===== src/rtl/pipe_pkg.sv =====
// Shared pipeline definitions.
// Holds opcode constants and MEM-stage FSM encoding.
package pipe_pkg;

    localparam logic [4:0] OP_NOP   = 5'b00000;
    localparam logic [4:0] OP_LOAD  = 5'b01010;
    localparam logic [4:0] OP_STORE = 5'b01011;

    typedef enum logic {
        IDLE,
        REQ
    } mem_state_t;

    function automatic logic is_mem_op(input logic [4:0] op);
        return (op == OP_LOAD) || (op == OP_STORE);
    endfunction

endpackage


===== src/rtl/mem_access_stage_if.sv =====
// MEM stage bus bundle.
// Carries the EX/MEM input, the data-memory port and the MEM/WB output.
interface mem_access_stage_if #(
    parameter int DATA_W = 32
);

    logic              InValid;
    logic [4:0]        OpCode;
    logic [6:0]        RdOut;
    logic [DATA_W-1:0] AluResult;
    logic [DATA_W-1:0] StoreData;
    logic              Stall;
    logic              MemReq;
    logic              MemWe;
    logic [DATA_W-1:0] MemAddr;
    logic [DATA_W-1:0] MemWData;
    logic              MemAck;
    logic [DATA_W-1:0] MemRData;
    logic              WbValid;
    logic              WbWe;
    logic [4:0]        OpCodeOut;
    logic [6:0]        RdOutOut;
    logic [DATA_W-1:0] WbData;
    logic              MemErr;

    modport master (
        input  InValid, OpCode, RdOut, AluResult, StoreData,
        input  MemAck, MemRData,
        output Stall, MemReq, MemWe, MemAddr, MemWData,
        output WbValid, WbWe, OpCodeOut, RdOutOut, WbData, MemErr
    );

    modport slave (
        output InValid, OpCode, RdOut, AluResult, StoreData,
        output MemAck, MemRData,
        input  Stall, MemReq, MemWe, MemAddr, MemWData,
        input  WbValid, WbWe, OpCodeOut, RdOutOut, WbData, MemErr
    );

endinterface


===== src/rtl/mem_req_timer.sv =====
// Saturating REQ-residency counter.
// expired fires on the cycle whose update brings the count to TIMEOUT.
module mem_req_timer #(
    parameter int TIMEOUT = 15
) (
    input  logic clk,
    input  logic rst,
    input  logic clear,
    input  logic enable,
    output logic expired
);

    localparam int CNT_W = $clog2(TIMEOUT + 1);
    localparam logic [CNT_W-1:0] CNT_MAX = CNT_W'(TIMEOUT);

    logic [CNT_W-1:0] cnt_q;
    logic [CNT_W-1:0] cnt_d;

    always_comb begin
        cnt_d = cnt_q;
        if (clear) begin
            cnt_d = '0;
        end else if (enable && (cnt_q != CNT_MAX)) begin
            cnt_d = cnt_q + CNT_W'(1);
        end
    end

    assign expired = enable && (cnt_d == CNT_MAX);

    always_ff @(posedge clk) begin
        if (!rst) begin
            cnt_q <= '0;
        end else begin
            cnt_q <= cnt_d;
        end
    end

endmodule


===== src/rtl/mem_access_stage.sv =====
// Pipeline MEM stage: memory request/ack handling and registered retire.
// All outputs are flops so the MEM/WB boundary is fully registered.
module mem_access_stage
    import pipe_pkg::*;
#(
    parameter int DATA_W  = 32,
    parameter int TIMEOUT = 15
) (
    input  logic               clk,
    input  logic               rst,
    mem_access_stage_if.master bus
);

    mem_state_t        state_q, state_d;
    logic              stall_q, stall_d;
    logic              mem_req_q, mem_req_d;
    logic              mem_we_q, mem_we_d;
    logic [DATA_W-1:0] mem_addr_q, mem_addr_d;
    logic [DATA_W-1:0] mem_wdata_q, mem_wdata_d;
    logic [4:0]        op_q, op_d;
    logic [6:0]        rd_q, rd_d;
    logic              wb_valid_q, wb_valid_d;
    logic              wb_we_q, wb_we_d;
    logic [DATA_W-1:0] wb_data_q, wb_data_d;
    logic [4:0]        op_out_q, op_out_d;
    logic [6:0]        rd_out_q, rd_out_d;
    logic              mem_err_q, mem_err_d;

    logic tmr_clear;
    logic tmr_en;
    logic tmr_expired;

    mem_req_timer #(
        .TIMEOUT (TIMEOUT)
    ) u_timer (
        .clk     (clk),
        .rst     (rst),
        .clear   (tmr_clear),
        .enable  (tmr_en),
        .expired (tmr_expired)
    );

    always_comb begin
        state_d     = state_q;
        stall_d     = 1'b0;
        mem_req_d   = 1'b0;
        mem_we_d    = mem_we_q;
        mem_addr_d  = mem_addr_q;
        mem_wdata_d = mem_wdata_q;
        op_d        = op_q;
        rd_d        = rd_q;
        wb_valid_d  = 1'b0;
        wb_we_d     = 1'b0;
        wb_data_d   = wb_data_q;
        op_out_d    = op_out_q;
        rd_out_d    = rd_out_q;
        mem_err_d   = 1'b0;
        tmr_clear   = 1'b0;
        tmr_en      = 1'b0;

        unique case (state_q)
            IDLE: begin
                if (bus.InValid) begin
                    if (is_mem_op(bus.OpCode)) begin
                        state_d     = REQ;
                        stall_d     = 1'b1;
                        mem_req_d   = 1'b1;
                        mem_we_d    = (bus.OpCode == OP_STORE);
                        mem_addr_d  = bus.AluResult;
                        mem_wdata_d = bus.StoreData;
                        op_d        = bus.OpCode;
                        rd_d        = bus.RdOut;
                        tmr_clear   = 1'b1;
                    end else begin
                        wb_valid_d = 1'b1;
                        wb_we_d    = (bus.OpCode != OP_NOP);
                        wb_data_d  = bus.AluResult;
                        op_out_d   = bus.OpCode;
                        rd_out_d   = bus.RdOut;
                    end
                end
            end
            REQ: begin
                tmr_en = !bus.MemAck;
                // Ack takes priority over a timeout landing on the same edge.
                if (bus.MemAck) begin
                    state_d    = IDLE;
                    wb_valid_d = 1'b1;
                    wb_we_d    = !mem_we_q;
                    wb_data_d  = mem_we_q ? '0 : bus.MemRData;
                    op_out_d   = op_q;
                    rd_out_d   = rd_q;
                end else if (tmr_expired) begin
                    state_d    = IDLE;
                    wb_valid_d = 1'b1;
                    wb_data_d  = '0;
                    op_out_d   = op_q;
                    rd_out_d   = rd_q;
                    mem_err_d  = 1'b1;
                end else begin
                    stall_d   = 1'b1;
                    mem_req_d = 1'b1;
                end
            end
            default: state_d = IDLE;
        endcase
    end

    always_ff @(posedge clk) begin
        if (!rst) begin
            state_q     <= IDLE;
            stall_q     <= 1'b0;
            mem_req_q   <= 1'b0;
            mem_we_q    <= 1'b0;
            mem_addr_q  <= '0;
            mem_wdata_q <= '0;
            op_q        <= '0;
            rd_q        <= '0;
            wb_valid_q  <= 1'b0;
            wb_we_q     <= 1'b0;
            wb_data_q   <= '0;
            op_out_q    <= '0;
            rd_out_q    <= '0;
            mem_err_q   <= 1'b0;
        end else begin
            state_q     <= state_d;
            stall_q     <= stall_d;
            mem_req_q   <= mem_req_d;
            mem_we_q    <= mem_we_d;
            mem_addr_q  <= mem_addr_d;
            mem_wdata_q <= mem_wdata_d;
            op_q        <= op_d;
            rd_q        <= rd_d;
            wb_valid_q  <= wb_valid_d;
            wb_we_q     <= wb_we_d;
            wb_data_q   <= wb_data_d;
            op_out_q    <= op_out_d;
            rd_out_q    <= rd_out_d;
            mem_err_q   <= mem_err_d;
        end
    end

    assign bus.Stall     = stall_q;
    assign bus.MemReq    = mem_req_q;
    assign bus.MemWe     = mem_we_q;
    assign bus.MemAddr   = mem_addr_q;
    assign bus.MemWData  = mem_wdata_q;
    assign bus.WbValid   = wb_valid_q;
    assign bus.WbWe      = wb_we_q;
    assign bus.WbData    = wb_data_q;
    assign bus.OpCodeOut = op_out_q;
    assign bus.RdOutOut  = rd_out_q;
    assign bus.MemErr    = mem_err_q;

endmodule


===== src/flat_wrapper.sv =====
// flat-port wrapper written by rule: the top's interface ports become plain ports
module mem_access_stage_flat import pipe_pkg::*;
#(
    parameter int DATA_W  = 32,
    parameter int TIMEOUT = 15
)
  (clk, rst, bus_InValid, bus_OpCode, bus_RdOut, bus_AluResult, bus_StoreData, bus_MemAck, bus_MemRData, bus_Stall, bus_MemReq, bus_MemWe, bus_MemAddr, bus_MemWData, bus_WbValid, bus_WbWe, bus_OpCodeOut, bus_RdOutOut, bus_WbData, bus_MemErr);
  mem_access_stage_if #(.DATA_W(DATA_W)) bus_i ();
  input  logic clk;
  input  logic rst;
  input wire logic [$bits(bus_i.InValid)-1:0] bus_InValid;
  input wire logic [$bits(bus_i.OpCode)-1:0] bus_OpCode;
  input wire logic [$bits(bus_i.RdOut)-1:0] bus_RdOut;
  input wire logic [$bits(bus_i.AluResult)-1:0] bus_AluResult;
  input wire logic [$bits(bus_i.StoreData)-1:0] bus_StoreData;
  input wire logic [$bits(bus_i.MemAck)-1:0] bus_MemAck;
  input wire logic [$bits(bus_i.MemRData)-1:0] bus_MemRData;
  output wire logic [$bits(bus_i.Stall)-1:0] bus_Stall;
  output wire logic [$bits(bus_i.MemReq)-1:0] bus_MemReq;
  output wire logic [$bits(bus_i.MemWe)-1:0] bus_MemWe;
  output wire logic [$bits(bus_i.MemAddr)-1:0] bus_MemAddr;
  output wire logic [$bits(bus_i.MemWData)-1:0] bus_MemWData;
  output wire logic [$bits(bus_i.WbValid)-1:0] bus_WbValid;
  output wire logic [$bits(bus_i.WbWe)-1:0] bus_WbWe;
  output wire logic [$bits(bus_i.OpCodeOut)-1:0] bus_OpCodeOut;
  output wire logic [$bits(bus_i.RdOutOut)-1:0] bus_RdOutOut;
  output wire logic [$bits(bus_i.WbData)-1:0] bus_WbData;
  output wire logic [$bits(bus_i.MemErr)-1:0] bus_MemErr;
  assign bus_i.InValid = bus_InValid;
  assign bus_i.OpCode = bus_OpCode;
  assign bus_i.RdOut = bus_RdOut;
  assign bus_i.AluResult = bus_AluResult;
  assign bus_i.StoreData = bus_StoreData;
  assign bus_i.MemAck = bus_MemAck;
  assign bus_i.MemRData = bus_MemRData;
  assign bus_Stall = bus_i.Stall;
  assign bus_MemReq = bus_i.MemReq;
  assign bus_MemWe = bus_i.MemWe;
  assign bus_MemAddr = bus_i.MemAddr;
  assign bus_MemWData = bus_i.MemWData;
  assign bus_WbValid = bus_i.WbValid;
  assign bus_WbWe = bus_i.WbWe;
  assign bus_OpCodeOut = bus_i.OpCodeOut;
  assign bus_RdOutOut = bus_i.RdOutOut;
  assign bus_WbData = bus_i.WbData;
  assign bus_MemErr = bus_i.MemErr;
  mem_access_stage #(.DATA_W(DATA_W), .TIMEOUT(TIMEOUT)) u_core (.clk(clk), .rst(rst), .bus(bus_i));
endmodule

===== config.mk =====
export PLATFORM = sky130hd
export DESIGN_NAME = mem_access_stage_flat
export DESIGN_NICKNAME = d
export VERILOG_FILES = /design/src/rtl/pipe_pkg.sv /design/src/rtl/mem_access_stage_if.sv /design/src/rtl/mem_req_timer.sv /design/src/rtl/mem_access_stage.sv /design/src/flat_wrapper.sv
export SDC_FILE = /design/constraint.sdc
export NUM_CORES = 1
export LEC_CHECK = 0
export CORE_MARGIN = 8
export CORE_UTILIZATION = 25
export CTS_BUF_LIST = sky130_fd_sc_hd__clkbuf_16
export DETAILED_ROUTE_END_ITERATION = 8
export GPL_TIMING_DRIVEN = 0
export PLACE_DENSITY_LB_ADDON = 0.15
export SKIP_LAST_GASP = 1
export SLEW_MARGIN = 20
export SYNTH_ARGS = -nofsm -noshare
export SYNTH_HDL_FRONTEND = slang
export SYNTH_SLANG_ARGS = --single-unit
export TNS_END_PERCENT = 50

===== constraint.sdc =====
create_clock -name clk -period 2.45 [get_ports clk]
set_input_delay 0.49 -clock clk [delete_from_list [all_inputs] [get_ports clk]]
set_output_delay 0.49 -clock clk [all_outputs]
set_load 0.05 [all_outputs]

# Word-level counts from Yosys, hierarchy flattened
# Index checks and enable logic that the tools add are counted.
# word_totals
reg_bits	129
latch_bits	0
mem_bits_rw	0
rom_bits	0
in_bits	112
out_inout_bits	114
elab_cells	66
memories	0
# op_classes
n_addsub	1
mul	0
n_div	0
magnitude_cmp	0
n_eq_ne	7
shift	0
mux	34
bitwise	2
n_reduce_logical	9
# ops
cell	count
32-bit 2-to-1 mux	5
32-bit one-hot mux with 2 select lines	1
7-bit 2-to-1 mux	4
5-bit 2-to-1 mux	4
7-bit one-hot mux with 2 select lines	1
1-bit 2-to-1 mux	13
5-bit by 4-bit equality test with 1-bit output (second input constant)	2
5-bit one-hot mux with 2 select lines	1
4-bit 2-to-1 mux	2
1-bit one-hot mux with 2 select lines	3
3-bit AND reduction	2
5-bit nonzero test	1
4-bit by 1-bit adder with 4-bit output (second input constant)	1
4-bit equality test (second input constant)	1
2-bit inequality test (second input constant)	2
4-bit inequality test (second input constant)	1
3-bit inequality test (second input constant)	1
3-bit OR reduction	1
1-bit logical AND	2
1-bit logical NOT	2
1-bit inverter	2
1-bit logical OR	1

# Depth between registers and ports, before layout
# Gate-level depths: netlist (run 1).
# logic_depth
depth_word	11
ltp_mapped	8
mapped_depth_nobuf	6

# Cells and area by module
# Synthesis (run 1) repeated with hierarchy kept, for this count alone.
# unflattened
hier_cells	675
hier_area_um2	5851.9
# by_module_without_submodules
module	instances	cells_each	area_each_um2	seq_area_each_um2
mem_access_stage	1	643	5576.6	2502.4
mem_req_timer	1	32	275.3	80.1

# Least setup slack after synthesis (run 1)
# OpenSTA, ideal clock, no wires.
# synth_path
path_type	register -> register
startpoint	register u_core.state_q
endpoint	register u_core.wb_data_q[10], in the netlist u_core.bus.WbData[10]
setup_ps	152
arrival_ps	2127
required_ps	2298
slack_ps	171
path_stages_with_launch	8
n_path_buf	2
synth_period_minus_slack_ps	2279
path_cell_list	dfxtp_1 -> buf_6 -> and2b_4 -> and3_1 -> o22ai_1 -> o31ai_2 -> buf_4 -> a221oi_2
# synth_via
elab_chain_cells	8
word_cells_on_any_way	13
cone_classes	4 x eq/ne; 5 x mux; 1 x bitwise; 3 x reduce/logical
# synth_rtl
element	line	text
from (decl)	mem_access_stage.sv:14	mem_state_t state_q, state_d;
from (signal assigned)	mem_access_stage.sv:126	state_q <= state_d;
1-bit 2-to-1 mux	mem_access_stage.sv:61	unique case (state_q)
1-bit logical AND	mem_req_timer.sv:23	end else if (enable && (cnt_q != CNT_MAX)) begin
4-bit 2-to-1 mux	mem_req_timer.sv:23	
4-bit 2-to-1 mux	mem_req_timer.sv:21	if (clear) begin
4-bit equality test	mem_req_timer.sv:28	assign expired = enable && (cnt_d == CNT_MAX);
1-bit logical AND	mem_req_timer.sv:28	
3-bit inequality test (no line)	--	
3-bit AND reduction (no line)	--	
to (signal assigned)	mem_access_stage.sv:136	wb_data_q <= wb_data_d;
to (decl)	mem_access_stage.sv:24	logic [DATA_W-1:0] wb_data_q, wb_data_d;
# Parallel ways exist; a longest one is shown, timed or not.
# A chain may end at the register's enable or synchronous reset.

# Worst setup path in the final report (run 1)
# layout_path
startpoint	input bus_OpCode[4]
endpoint	register u_core.mem_wdata_q[24], in the netlist u_core.bus.MemWData[24]
# layout_via
elab_chain_cells	3
word_cells_on_any_way	4
cone_classes	2 x eq/ne; 2 x reduce/logical
# layout_rtl
element	line	text
from (decl)	flat_wrapper.sv:12	input wire logic [$bits(bus_i.OpCode)-1:0] bus_OpCode;
5-bit by 4-bit equality test with 1-bit output	pipe_pkg.sv:15	return (op == OP_LOAD) || (op == OP_STORE);
1-bit logical OR *	pipe_pkg.sv:15	
3-bit AND reduction (no line) *	--	
to (signal assigned)	mem_access_stage.sv:131	mem_wdata_q <= mem_wdata_d;
to (decl)	mem_access_stage.sv:19	logic [DATA_W-1:0] mem_wdata_q, mem_wdata_d;
# Mark *: on every way between the ends. The rest lies on a longest branch, timed or not.

==> impl_metrics.json, run 1 <==
{
  "status": "finished clean",
  "syn_area_um2": 5349,
  "core_area_um2": 21020,
  "ys_ff_latch": 129,
  "syn_inst": 595,
  "cts_hold_buf": 0,
  "wl_per_cell_um": 17.98,
  "portBuffers": 225,
  "synth_cell_types": 35,
  "avgViaCountPerCell": 4.651,
  "setup_viol": 0,
  "finalCriticalPeriod_ns": 2.357,
  "p_per_area_nw_per_um2": 660.5,
  "drt_iter0_markers": 258,
  "ys_top_cells_by_count": "nand2_1 (148), dfxtp_1 (129), a21oi_1 (79), nor3_1 (48), clkbuf_1 (41)",
  "track_usage_pct": 15.24,
  "grt_pass1_vias": 5293,
  "critPathArrivalTime_ns": 2.71,
  "cp_max_fo": 10,
  "antenna_found_initial": 0,
  "cts_root_buf": "clkbuf_16",
  "grt_pass1_wl_um": 31500,
  "drive_gt1_share_pct": 12.19,
  "syn_area_per_cell_um2": 8.990,
  "worstPathCellList": "clkdlybuf4s50_1 > nand4bb_1 > nor3b_4 > buf_2 > buf_1 > nand2_1 > a21oi_1",
  "drv_cap": 0,
  "worstHoldPathType": "reg -> reg",
  "crit_required_ns": 2.80,
  "post-route-period-util_pct": 96.19,
  "synth_area_leaders": "dfxtp_1 (48%), a221oi_2 (11%), nand2_1 (10%)",
  "total_power_mw": 5.678,
  "crit_type": "in -> reg",
  "synthFlopType": "dfxtp_1",
  "dieArea_um2": 26330,
  "dpl_cell_area_um2": 7945,
  "cpLargestDelayFamily": "buffers and inverters",
  "antenna_left": 0,
  "endpoint_kind": "flop",
  "cts.sinks": 129,
  "max_stage_delay_ns": 0.50,
  "synth_edf_count": 0,
  "hpwlAfterDp_um": 15140,
  "synth_largest_area_cell": "dfxtp_1",
  "areaGrowthSynthToFinish_pct": 60.73,
  "overflow": 0,
  "drc": 0,
  "synth_top_cell_area_share_pct": 48.28,
  "finalHoldViolations": 0,
  "yosysWarnings": 0,
  "die_w_um": 162.3,
  "start_util_pct": 25.44,
  "rr_worst_depth": 7,
  "cts_buffer_depth": 2,
  "crit_path_top_delay_cell": "clkdlybuf4s50_1",
  "drt_first_pass_iters": 4,
  "slew_violations": 0,
  "core.rowCount": 53,
  "final.setup_skew_ns": 0.005977,
  "fillers": 2172,
  "rsz0062_at_grt": "yes",
  "cp-start-kind": "input port",
  "antenna_cells": 0,
  "cp.depth": 7,
  "async_flop_share_pct": 0,
  "vias": 5246,
  "grt_max_degree": 17,
  "synth_fp_nets": 708,
  "htreeDepth": 4,
  "clk_pin_slew_ns": 0.06,
  "cts_tree": "built",
  "pin_count": 226,
  "hold_depth": 2,
  "cts_made_buffers": 17,
  "routed_wirelength_um": 20290,
  "leakagePower_nw": 2.964,
  "die_y_um": 162.3,
  "ys_seq_area_share_pct": 48.28,
  "layout.nets": 953,
  "fmax_mhz": 424.3,
  "ir_drop_mv": 0.4306,
  "path_buf_inv": 3,
  "clock_latency_ns": 0.42,
  "worstMarginPinSlew_ns": 0.8029,
  "fin_area_um2": 8597,
  "yosysMostFrequentCell": "nand2_1",
  "slew_headroom_pct": 46.47,
  "routabilityCongestion": 0.7337
}
-- metrics by stage --
stage | hold WS [ns] | util (%) | setup WS (ns) | std cells | setup TNS, ns
6_report | 0.4508 | 40.90 | 0.09333 | 1128 | 0
5_1_grt | 0.4685 | 40.90 | -0.1019 | 1128 | -0.8553
4_1_cts | 0.4541 | 40.66 | 0.01016 | 1127 | 0
3_5_place_dp | 0.4465 | 37.80 | -0.5236 | 1095 | -42.47
3_3_place_gp | 0.4422 | 37.80 | -0.5066 | 1095 | -40.29
2_1_floorplan | 0.4360 | - | 0.1707 | 595 | 0
-- routing by layer --
| metal | up-vias | global-route usage [%] | share of wire, % |
|---|---|---|---|
| li1 | 2626 | - | - |
| met5 | - | 0 | 0 |
| met4 | 0 | 4.966 | 1.4 |
| met3 | 18 | 5.340 | 7.4 |
| met1 | 2446 | 19.46 | 45 |
| met2 | 156 | 23.50 | 46 |
-- layout make-up --
class,count,area [um2],area share [%]
Timing Repair Buffer,227,2280,26.52
Buffer,57,290.3,3.377
Clock inverter,15,160.2,1.863
Clock buffer,17,425.4,4.948
Multi-Input combinational cell,406,2507,29.17
Sequential cell,129,2582,30.04
Tap cell,275,344.1,4.002
Inverter,2,7.507,0.08732
-- state kept, by name, indices dropped and copies added (netlist names), 4 cells and up --
register / count
u_core.bus.RdOutOut: 7
u_core.op_q: 5
u_core.rd_q: 7
u_core.bus.OpCodeOut: 5
u_core.bus.MemAddr: 32
u_core.u_timer.cnt_q: 4
u_core.bus.MemWData: 32
u_core.bus.WbData: 32
-- final timing paths --
| check | slack (ns) | startpoint | endpoint |
|---|---|---|---|
| min | 0.45 | u_core.bus.MemAddr[31] | u_core.bus.MemAddr[31] |
| max reg2reg | 0.14 | u_core.state_q | u_core.bus.MemWData[16] |
| min reg2reg | 0.45 | u_core.bus.MemAddr[31] | u_core.bus.MemAddr[31] |
| max | 0.09 | bus_OpCode[4] | u_core.bus.MemWData[24] |
-- cell families after synthesis --
kind of cell / synth area share, %
xor gates and xnor gates: 0.1638
adders and majority gates: 0.2339
AOI/OAI and AO/OA: 24.91
and+or+nand+nor: 18.74
muxes: 2.246
buffers and inverters: 5.427
DFF: 48.28
-- worst reg2reg max path, cell delays in order (launching register included) --
cell and delay (ns):
dfxtp_1 0.40, buf_6 0.19, clkinv_1 0.28, nand3b_1 0.39, clkbuf_2 0.34, clkbuf_1 0.40
nand2_1 0.10, a21oi_1 0.15
-- power breakdown --
part / leakage (nW) / switching, mW / total, mW / internal [mW]
registers: 1.05 / 0.0377 / 2.21 / 2.17
clock network: 0.274 / 1.02 / 2.53 / 1.51
logic: 1.64 / 0.537 / 0.939 / 0.401
-- timing repair --
action | CTS | global route
pin swaps | 0 | 1
setup endpoints to repair | 70 | 72
buffers inserted | 0 | 2
resized for setup | 4 | 16
-- layout by cell type (no fill, tap or decap), types with 2 or more instances in the layout --
master | netlist | layout
a221oi_1 | 6 | 6
a221oi_2 | 39 | 39
and2_1 | 2 | 2
nor3_1 | 48 | 47
clkdlybuf4s50_1 | 0 | 225
nand2_1 | 148 | 148
clkbuf_16 | 0 | 17
buf_6 | 6 | 6
bufinv_16 | 0 | 2
a22oi_1 | 32 | 32
inv_6 | 0 | 3
clkinv_4 | 0 | 4
nand3_1 | 3 | 3
buf_2 | 4 | 4
a21oi_1 | 79 | 79
dfxtp_1 | 129 | 129
or3_1 | 2 | 2
clkbuf_2 | 0 | 9
clkinvlp_4 | 0 | 4
nor2b_1 | 2 | 2
mux2i_1 | 12 | 12
clkinv_1 | 2 | 3
o21ai_0 | 2 | 2
nor2_1 | 11 | 10
buf_4 | 4 | 5
clkbuf_1 | 41 | 33
and3_1 | 6 | 6
Note: power is estimated with default switching activity, not from simulation.
==> run 2: changes to the inputs <==
--- a/config.mk
+++ b/config.mk
@@ -10,6 +10,7 @@
 export CTS_BUF_LIST = sky130_fd_sc_hd__clkbuf_16
 export DETAILED_ROUTE_END_ITERATION = 8
 export GPL_TIMING_DRIVEN = 0
+export HOLD_SLACK_MARGIN = 0.12
 export PLACE_DENSITY_LB_ADDON = 0.15
 export SKIP_LAST_GASP = 1
 export SLEW_MARGIN = 20
==> results of run 2 <==
No change in the layout: final DEF, timing and power equal those of run 1.
